$ cat src/rtl/button_poll_master_if.sv
// Avalon-MM master bus used by the button poller to reach a PIO-style button slave.
interface button_poll_master_if;
    logic [3:0]  avm_address;
    logic        avm_read;
    logic        avm_write;
    logic [31:0] avm_writedata;
    logic [31:0] avm_readdata;
    logic        avm_waitrequest;

    modport master (
        output avm_address, avm_read, avm_write, avm_writedata,
        input  avm_readdata, avm_waitrequest
    );

    modport slave (
        input  avm_address, avm_read, avm_write, avm_writedata,
        output avm_readdata, avm_waitrequest
    );
endinterface

$ cat src/rtl/button_poll_master.sv
// Periodically polls a PIO button slave: reads and clears its edge-capture register,
// samples the data register, and reports captured edges as pulses and a running count.
module button_poll_master #(
    parameter int WIDTH       = 2,
    parameter int POLL_PERIOD = 50000
) (
    input  logic                 clk,
    input  logic                 reset,
    input  logic                 enable,
    button_poll_master_if.master avm,
    output logic [WIDTH-1:0]     event_pulse,
    output logic [WIDTH-1:0]     button_level,
    output logic [15:0]          event_count,
    output logic                 busy
);

    typedef enum logic [2:0] {
        IDLE,
        RD_EDGE,
        WR_CLR,
        RD_DATA,
        REPORT
    } state_t;

    localparam logic [23:0] RELOAD    = 24'(POLL_PERIOD - 1);
    localparam logic [3:0]  ADDR_DATA = 4'h0;
    localparam logic [3:0]  ADDR_EDGE = 4'hC;

    state_t             r_state;
    logic [23:0]        r_timer;
    logic [WIDTH-1:0]   r_mask;
    logic [WIDTH-1:0]   r_level;
    logic [WIDTH-1:0]   r_pulse;
    logic [15:0]        r_count;
    logic [3:0]         r_addr;
    logic               r_rd;
    logic               r_wr;
    logic [31:0]        r_wdata;
    logic [WIDTH-1:0]   w_rd_bits;
    logic               w_rd_unused;

    assign w_rd_bits   = avm.avm_readdata[WIDTH-1:0];
    assign w_rd_unused = ^avm.avm_readdata;

    function automatic logic [15:0] popcount(input logic [WIDTH-1:0] v);
        logic [15:0] n;
        n = '0;
        for (int i = 0; i < WIDTH; i++) begin
            n = n + 16'(v[i]);
        end
        return n;
    endfunction

    always_ff @(posedge clk or posedge reset) begin
        if (reset) begin
            r_state <= IDLE;
            r_timer <= RELOAD;
            r_mask  <= '0;
            r_level <= '0;
            r_pulse <= '0;
            r_count <= '0;
            r_addr  <= '0;
            r_rd    <= 1'b0;
            r_wr    <= 1'b0;
            r_wdata <= '0;
        end else begin
            // Timer keeps running through a poll so starts stay POLL_PERIOD apart;
            // if a slow poll overruns, it parks at 0 and the next poll starts on return to IDLE.
            if (r_state == IDLE && !enable) begin
                r_timer <= RELOAD;
            end else if (r_timer == '0) begin
                if (r_state == IDLE) begin
                    r_timer <= RELOAD;
                end
            end else begin
                r_timer <= r_timer - 24'd1;
            end

            r_pulse <= '0;

            case (r_state)
                IDLE: begin
                    if (enable && r_timer == '0) begin
                        r_state <= RD_EDGE;
                        r_rd    <= 1'b1;
                        r_addr  <= ADDR_EDGE;
                    end
                end
                RD_EDGE: begin
                    if (!avm.avm_waitrequest) begin
                        r_mask <= w_rd_bits;
                        if (|w_rd_bits) begin
                            r_state <= WR_CLR;
                            r_rd    <= 1'b0;
                            r_wr    <= 1'b1;
                            r_addr  <= ADDR_EDGE;
                            r_wdata <= 32'(w_rd_bits);
                        end else begin
                            r_state <= RD_DATA;
                            r_addr  <= ADDR_DATA;
                        end
                    end
                end
                WR_CLR: begin
                    // Only the bits seen by the edge read are cleared, so newer edges survive.
                    if (!avm.avm_waitrequest) begin
                        r_state <= RD_DATA;
                        r_wr    <= 1'b0;
                        r_wdata <= '0;
                        r_rd    <= 1'b1;
                        r_addr  <= ADDR_DATA;
                    end
                end
                RD_DATA: begin
                    if (!avm.avm_waitrequest) begin
                        r_state <= REPORT;
                        r_rd    <= 1'b0;
                        r_addr  <= '0;
                        r_level <= w_rd_bits;
                        r_pulse <= r_mask;
                        r_count <= r_count + popcount(r_mask);
                    end
                end
                REPORT: begin
                    r_state <= IDLE;
                end
                default: begin
                    r_state <= IDLE;
                    r_rd    <= 1'b0;
                    r_wr    <= 1'b0;
                    r_addr  <= '0;
                    r_wdata <= '0;
                end
            endcase
        end
    end

    assign avm.avm_address   = r_addr;
    assign avm.avm_read      = r_rd;
    assign avm.avm_write     = r_wr;
    assign avm.avm_writedata = r_wdata;
    assign event_pulse       = r_pulse;
    assign button_level      = r_level;
    assign event_count       = r_count;
    assign busy              = (r_state != IDLE);

endmodule

$ cat src/flat_wrapper.sv
// flat-port wrapper written by rule: the top's interface ports become plain ports
module button_poll_master_flat 
#(
    parameter int WIDTH       = 2,
    parameter int POLL_PERIOD = 50000
)
  (clk, reset, enable, event_pulse, button_level, event_count, busy, avm_avm_address, avm_avm_read, avm_avm_write, avm_avm_writedata, avm_avm_readdata, avm_avm_waitrequest);
  button_poll_master_if avm_i ();
  input  logic clk;
  input  logic reset;
  input  logic enable;
  output logic [WIDTH-1:0] event_pulse;
  output logic [WIDTH-1:0] button_level;
  output logic [15:0] event_count;
  output logic busy;
  output wire logic [$bits(avm_i.avm_address)-1:0] avm_avm_address;
  output wire logic [$bits(avm_i.avm_read)-1:0] avm_avm_read;
  output wire logic [$bits(avm_i.avm_write)-1:0] avm_avm_write;
  output wire logic [$bits(avm_i.avm_writedata)-1:0] avm_avm_writedata;
  input wire logic [$bits(avm_i.avm_readdata)-1:0] avm_avm_readdata;
  input wire logic [$bits(avm_i.avm_waitrequest)-1:0] avm_avm_waitrequest;
  assign avm_avm_address = avm_i.avm_address;
  assign avm_avm_read = avm_i.avm_read;
  assign avm_avm_write = avm_i.avm_write;
  assign avm_avm_writedata = avm_i.avm_writedata;
  assign avm_i.avm_readdata = avm_avm_readdata;
  assign avm_i.avm_waitrequest = avm_avm_waitrequest;
  button_poll_master #(.WIDTH(WIDTH), .POLL_PERIOD(POLL_PERIOD)) u_core (.clk(clk), .reset(reset), .enable(enable), .avm(avm_i), .event_pulse(event_pulse), .button_level(button_level), .event_count(event_count), .busy(busy));
endmodule
$ cat config.mk
export PLATFORM = sky130hd
export DESIGN_NAME = button_poll_master_flat
export DESIGN_NICKNAME = d
export VERILOG_FILES = /design/src/rtl/button_poll_master_if.sv /design/src/rtl/button_poll_master.sv /design/src/flat_wrapper.sv
export SDC_FILE = /design/constraint.sdc
export NUM_CORES = 1
export LEC_CHECK = 0
export ABC_AREA = 1
export CAP_MARGIN = 10
export CORE_MARGIN = 8
export CORE_UTILIZATION = 25
export DETAILED_ROUTE_END_ITERATION = 8
export PLACE_DENSITY = 0.44
export SLEW_MARGIN = 40
export SYNTH_ARGS = -nofsm -noshare
export SYNTH_HDL_FRONTEND = slang
export SYNTH_SLANG_ARGS = --single-unit
$ cat constraint.sdc
create_clock -name clk -period 2.53 [get_ports clk]
set_input_delay 0.3795 -clock clk [delete_from_list [all_inputs] [get_ports clk]]
set_output_delay 0.3795 -clock clk [all_outputs]
set_load 0.01 [all_outputs]
==> out/qor.csv, run 1 <==
metric,value,unit
hold buffer count at cts,0,
fmax,0.442,GHz
post-synth top area share,0.327,
ANT cells,0,
Die Wd,133,um
CP Buf/Inv Count,2,
die area,0.0178,sq mm
Yosys warnings,0,
setup TNS,0,ns
via count,2781,
DR pass1 iterations,4,
Clock Path Buffers,2,
Worst Max-Slew Pin Slew,0.489,ns
initial drt markers,98,
crit path DAT,2.45,ns
Synth async-reset ratio,1.00,
skew final,0.0121,ns
antenna violations before repair,0,
number of port buffers,32,
Die Y,133,um
maxcap violations,0,
Gate power share,0.059,
final setup fails,0,
Reg power frac,0.506,
vias in the first global route,2824,
final WL,8.01,mm
core area,0.0137,sq mm
library cells used by synthesis,38,
Clk pwr share,0.436,
clk_lat worst skew,0.30,ns
"FF+latch count, synth",54,
Starting Density,0.252,
ordered cell list for the critical path,ha_1 > ha_1 > inv_1 > fa_1 > nor2_1 > inv_1 > nor2_4 > nand2_1 > nor2_1 > nand3_1 > nand2_1 > nand2_1,
Routed WL per cell,11.8,um
remaining antenna violation count,0,
Slew Limit Fails,0,
Crit. End Element,flop,
final-report hold violation count,0,
Pint,0.00133,W
"most used cell, CP",nand2_1,
"commonest non-fill, non-tap cells in the layout","nand2_1 (121), nor2_1 (70), inv_1 (56), dfrtp_1 (45)",
Power per Cell Area,431,mW/mm^2
post-CTS setup buffers,0,
unrepaired setup endpoints after global routing,no,
sw power,0.000410,W
"most common cell after layout, fill and taps aside",nand2_1,
Mapped Cells,464,
sw frac,0.236,
Residual DRC,0,
HP Class,primary input to async pin,
Final Core Density,0.295,
CTS tree,built,
Max stage delay on crit path,0.42,ns
Vias/cell,4.08,
final net count,542,
VDD IR max,236,uV
largest net degree at the start of global routing,55,
CTS buffer count,5,
WS Path Type,flop to flop,
Area Growth Syn to Fin,16.9,%
largest area contributor in the netlist,dfrtp_1,
slew margin rel.,0.671,
slowest CP cell,fa_1,
first-pass GRT wire length,13.9,mm
Root Buffer,clkbuf_16,
outcome,completed,
Critical Path Source Type,flop,
Final GP Congestion,0.761,
crit share post-route,0.894,
I/O pin count,95,
layout cell share with drive strength beyond 1,0.0978,
H-tree depth,2,
gr usage total,0.0938,
Worst Path Max Fanout,3,
Synth area leaders,"dfrtp_1 (33%), nand2_1 (13%), nor2_1 (7.6%)",
"Avg Cell Area, Syn",7.43,sq um
Mapped Area,0.00345,sq mm
HPWL after DPL,6.04,mm
cts repair resizes,0,
number of flops mapped to enable cells by yosys,0,
Main synth FF type,dfrtp_1,
fin crit period,2.26,ns
Worst EP required,2.72,ns
Congestion Overflow GR,0,
"Clk pin slew, worst setup/hold paths",0.08,ns
LEAKAGE,1.94,nW
Sink Count,54,
"delay-heaviest family, CP",adder cells,
Site Rows,43,
"Seq/Total Area, Yosys",0.395,
## per-layer routing
metal,part of all wire,global-route usage
met1,0.44,0.108
met4,0.010,0.0262
met2,0.48,0.162
met5,0,0
met3,0.070,0.0305
## layout make-up
type	instances	area [sq um]
clock buffers	7	153
clock inverters	1	8.76
fillers	1498	9630
inverters	62	241
multi-input cells	343	1690
flip-flops and latches	54	1360
well taps	180	225
repair buffers	34	348
## kinds of logic (layout without fill, tap and decap cells)
family / Yosys count / in the layout / share of synthesized area
adders and majority gates: 6 / 6 / 0.0239
DFF: 54 / 54 / 0.395
buffers and inverters: 98 / 104 / 0.148
AOI/OAI and AO/OA: 23 / 23 / 0.0363
xor gates and xnor gates: 15 / 15 / 0.0381
other: 1 / 32 / 0.00109
and+or+nand+nor: 267 / 267 / 0.358
## synth_stat cells (2+ instances only)
master,instances
dfstp_2,9
nand2_4,3
xnor2_1,3
nor2_4,4
a21oi_1,6
nor2_1,70
nor3_1,10
buf_4,33
nand2_1,121
o21ai_0,13
nor2_2,5
inv_1,57
nand3_4,2
inv_2,2
nand3_1,29
ha_1,5
xor2_1,12
nand4_1,12
dfrtp_1,45
nand2_2,3
o21ai_2,2
or2_2,2
## stage by stage
stage | cells | power, W | instance area (sq um) | hold WS [ns] | setup slack, ns
3_3_place_gp | 673 | 0.000998 | 3870 | 0.463 | 0.263
4_1_cts | 681 | 0.00178 | 4030 | 0.461 | 0.234
6_report | 681 | 0.00174 | 4030 | 0.452 | 0.267
3_5_place_dp | 673 | 0.000998 | 3870 | 0.462 | 0.241
2_1_floorplan | 495 | 0.00100 | 3560 | 0.484 | 0.495
5_1_grt | 681 | 0.00182 | 4030 | 0.496 | 0.0415
## worst paths after layout
check / from / to / slack, ns / cells past startpoint
setup / recovery: u_core.r_mask[1] / u_core.event_count[14] / 0.27 / 12
hold / removal: reset / u_core.r_timer[10] / 0.45 / 3
setup reg to reg: u_core.r_mask[1] / u_core.event_count[14] / 0.27 / 12
hold reg to reg: u_core.avm.avm_writedata[1] / u_core.avm.avm_writedata[1] / 0.48 / 2
max in group asynchronous: reset / u_core.r_timer[3] / 1.78 / 3
min in group clk: u_core.avm.avm_writedata[1] / u_core.avm.avm_writedata[1] / 0.48 / 2
## power groups by stage
stage	Clock (W)	Sequential, W	Combinational (W)
finish	0.000756	0.000877	0.000102
global route	0.000820	0.000878	0.000119
CTS	0.000794	0.000878	0.000104
detailed placement	0	0.000894	0.000104
global placement	0	0.000894	0.000104
floorplan	0	0.000894	0.000109
## state kept, by name, summed over array words and instances, names as in the netlist
name and cells:
u_core.r_timer 24, u_core.event_count 16, u_core.r_state 3, u_core.avm.avm_writedata 2
u_core.button_level 2, u_core.event_pulse 2, u_core.r_mask 2, u_core.avm.avm_address 1
u_core.avm.avm_read 1, u_core.avm.avm_write 1
## worst min-delay path: stages
cell and delay (ns):
clkdlybuf4s50_1 0.41, inv_2 0.07, buf_12 0.28
No activity file was read; power rests on OpenSTA's default activity.
==> inputs of run 2 (changes only) <==
--- a/config.mk
+++ b/config.mk
@@ -7,7 +7,6 @@
 export LEC_CHECK = 0
 export ABC_AREA = 1
 export CAP_MARGIN = 10
-export CORE_MARGIN = 8
 export CORE_UTILIZATION = 25
 export DETAILED_ROUTE_END_ITERATION = 8
 export PLACE_DENSITY = 0.44
==> run 2 against run 1 <==
Critical path depth stayed put. Design area about the same. Via count increased by 2.1%. Die area shrank 20%. Worst setup slack better by 0.028 ns. Largest cell class unchanged.
==> out/qor.csv, run 2 (synthesis results as in run 1) <==
metric,value,unit
final WL,7.67,mm
Worst Path Max Fanout,3,
"Clk pin slew, worst setup/hold paths",0.07,ns
Sink Count,54,
Die Y,119,um
gr usage total,0.114,
largest net degree at the start of global routing,55,
number of flip-flops under the largest register name,24,
H-tree depth,2,
post-CTS setup buffers,0,
sw power,0.000407,W
pre-CTS setup slack,0.241,ns
final net count,542,
Largest Register,u_core.r_timer,
sw frac,0.229,
Vias/cell,4.19,
VDD IR max,236,uV
ANT cells,0,
HPWL after DPL,5.68,mm
maxcap violations,0,
fmax,0.448,GHz
final setup fails,0,
"most common cell after layout, fill and taps aside",nand2_1,
"commonest non-fill, non-tap cells in the layout","nand2_1 (121), nor2_1 (69), inv_1 (56), dfrtp_1 (45)",
Site Rows,42,
Pint,0.00137,W
Die Wd,119,um
LEAKAGE,1.94,nW
Power per Cell Area,441,mW/mm^2
CTS buffer count,5,
Slew Limit Fails,0,
antenna violations before repair,0,
Starting Density,0.258,
"most used cell, CP",nand2_1,
Clock Path Buffers,2,
ordered cell list for the critical path,ha_1 > ha_1 > inv_1 > fa_1 > nor2_2 > inv_1 > nor2_4 > nand2_1 > nor2_1 > nand3_1 > nand2_1 > nand2_1,
Root Buffer,clkbuf_16,
cts repair resizes,0,
unrepaired setup endpoints after global routing,no,
final-report hold violation count,0,
Critical Path Source Type,flop,
outcome,completed,
CTS tree,built,
vias in the first global route,2654,
"delay-heaviest family, CP",adder cells,
hold buffer count at cts,0,
HP Class,primary input to async pin,
Area Growth Syn to Fin,16.9,%
clk_lat worst skew,0.30,ns
crit share post-route,0.883,
Final WS setup,0.296,ns
die area,0.0143,sq mm
WS Path Type,flop to flop,
slowest CP cell,fa_1,
Routed WL per cell,11.3,um
DR pass1 iterations,4,
skew final,0.00902,ns
Clk pwr share,0.449,
remaining antenna violation count,0,
setup TNS,0,ns
first-pass GRT wire length,12.9,mm
number of port buffers,32,
CP Buf/Inv Count,2,
Crit. End Element,flop,
Gate power share,0.057,
Max stage delay on crit path,0.42,ns
core area,0.0133,sq mm
Worst EP required,2.73,ns
Reg power frac,0.494,
I/O pin count,95,
via count,2839,
crit path DAT,2.43,ns
Residual DRC,0,
Congestion Overflow GR,0,
initial drt markers,99,
layout cell share with drive strength beyond 1,0.0958,
Final GP Congestion,0.772,
fin crit period,2.23,ns
==> run 2: cell count changes in the layout (fill, tap and decap cells not counted) <==
cell / delta
bufinv_16: +1
clkbuf_1: +2
clkbuf_8: -2
clkinv_4: -1
nor2_1: -1
nor2_2: +1
==> run 2: final timing paths <==
check                                       startpoint                          end  slack, ns  depth (start not counted)
max reg2reg                           u_core.r_mask[0]       u_core.event_count[14]       0.30                         12
max                                   u_core.r_mask[0]       u_core.event_count[14]       0.30                         12
min                                              reset        u_core.event_count[6]       0.44                          3
min in group clk           u_core.avm.avm_writedata[1]  u_core.avm.avm_writedata[1]       0.48                          2
max in group asynchronous                        reset            u_core.r_timer[6]       1.76                          3
min reg2reg                u_core.avm.avm_writedata[1]  u_core.avm.avm_writedata[1]       0.48                          2
==> run 2: metal layers <==
| metal | vias to the layer above | track usage | share of wire |
|---|---|---|---|
| met5 | - | 0 | 0 |
| met3 | 6 | 0.0278 | 0.035 |
| li1 | 1443 | - | - |
| met4 | 0 | 0.0305 | 0.011 |
| met1 | 1340 | 0.142 | 0.49 |
| met2 | 50 | 0.193 | 0.47 |
==> run 2: tightest hold or removal path: stages <==
cell and delay, ns:
clkdlybuf4s50_1 0.41, inv_2 0.07, buf_12 0.26
==> run 2: final cells by class <==
type,count,area [sq um]
clock buffer,7,133
clock inverter,1,30.0
fill,1501,9320
inverter,62,241
multi-input combinational,343,1700
sequential,54,1360
tap,176,220
timing repair buffer,34,348
==> run 2: stage by stage <==
| step | power (W) | cell area (sq um) | hold slack [ns] | util | instances |
|---|---|---|---|---|---|
| 6_report | 0.00178 | 4030 | 0.441 | 0.302 | 677 |
| 5_1_grt | 0.00186 | 4030 | 0.508 | 0.302 | 677 |
| 4_1_cts | 0.00181 | 4030 | 0.464 | 0.302 | 677 |
| 3_5_place_dp | 0.000998 | 3860 | 0.462 | 0.290 | 669 |
| 3_3_place_gp | 0.000997 | 3860 | 0.463 | 0.290 | 669 |
| 2_1_floorplan | 0.00100 | 3560 | 0.484 | - | 495 |
==> run 2: power groups by stage <==
stage	sequential (W)	combinational (W)	clock, W
after floorplan	0.000894	0.000109	0
after global placement	0.000894	0.000103	0
after detailed placement	0.000894	0.000104	0
after CTS	0.000878	0.000104	0.000828
after global routing	0.000879	0.000117	0.000861
final	0.000878	0.000101	0.000799
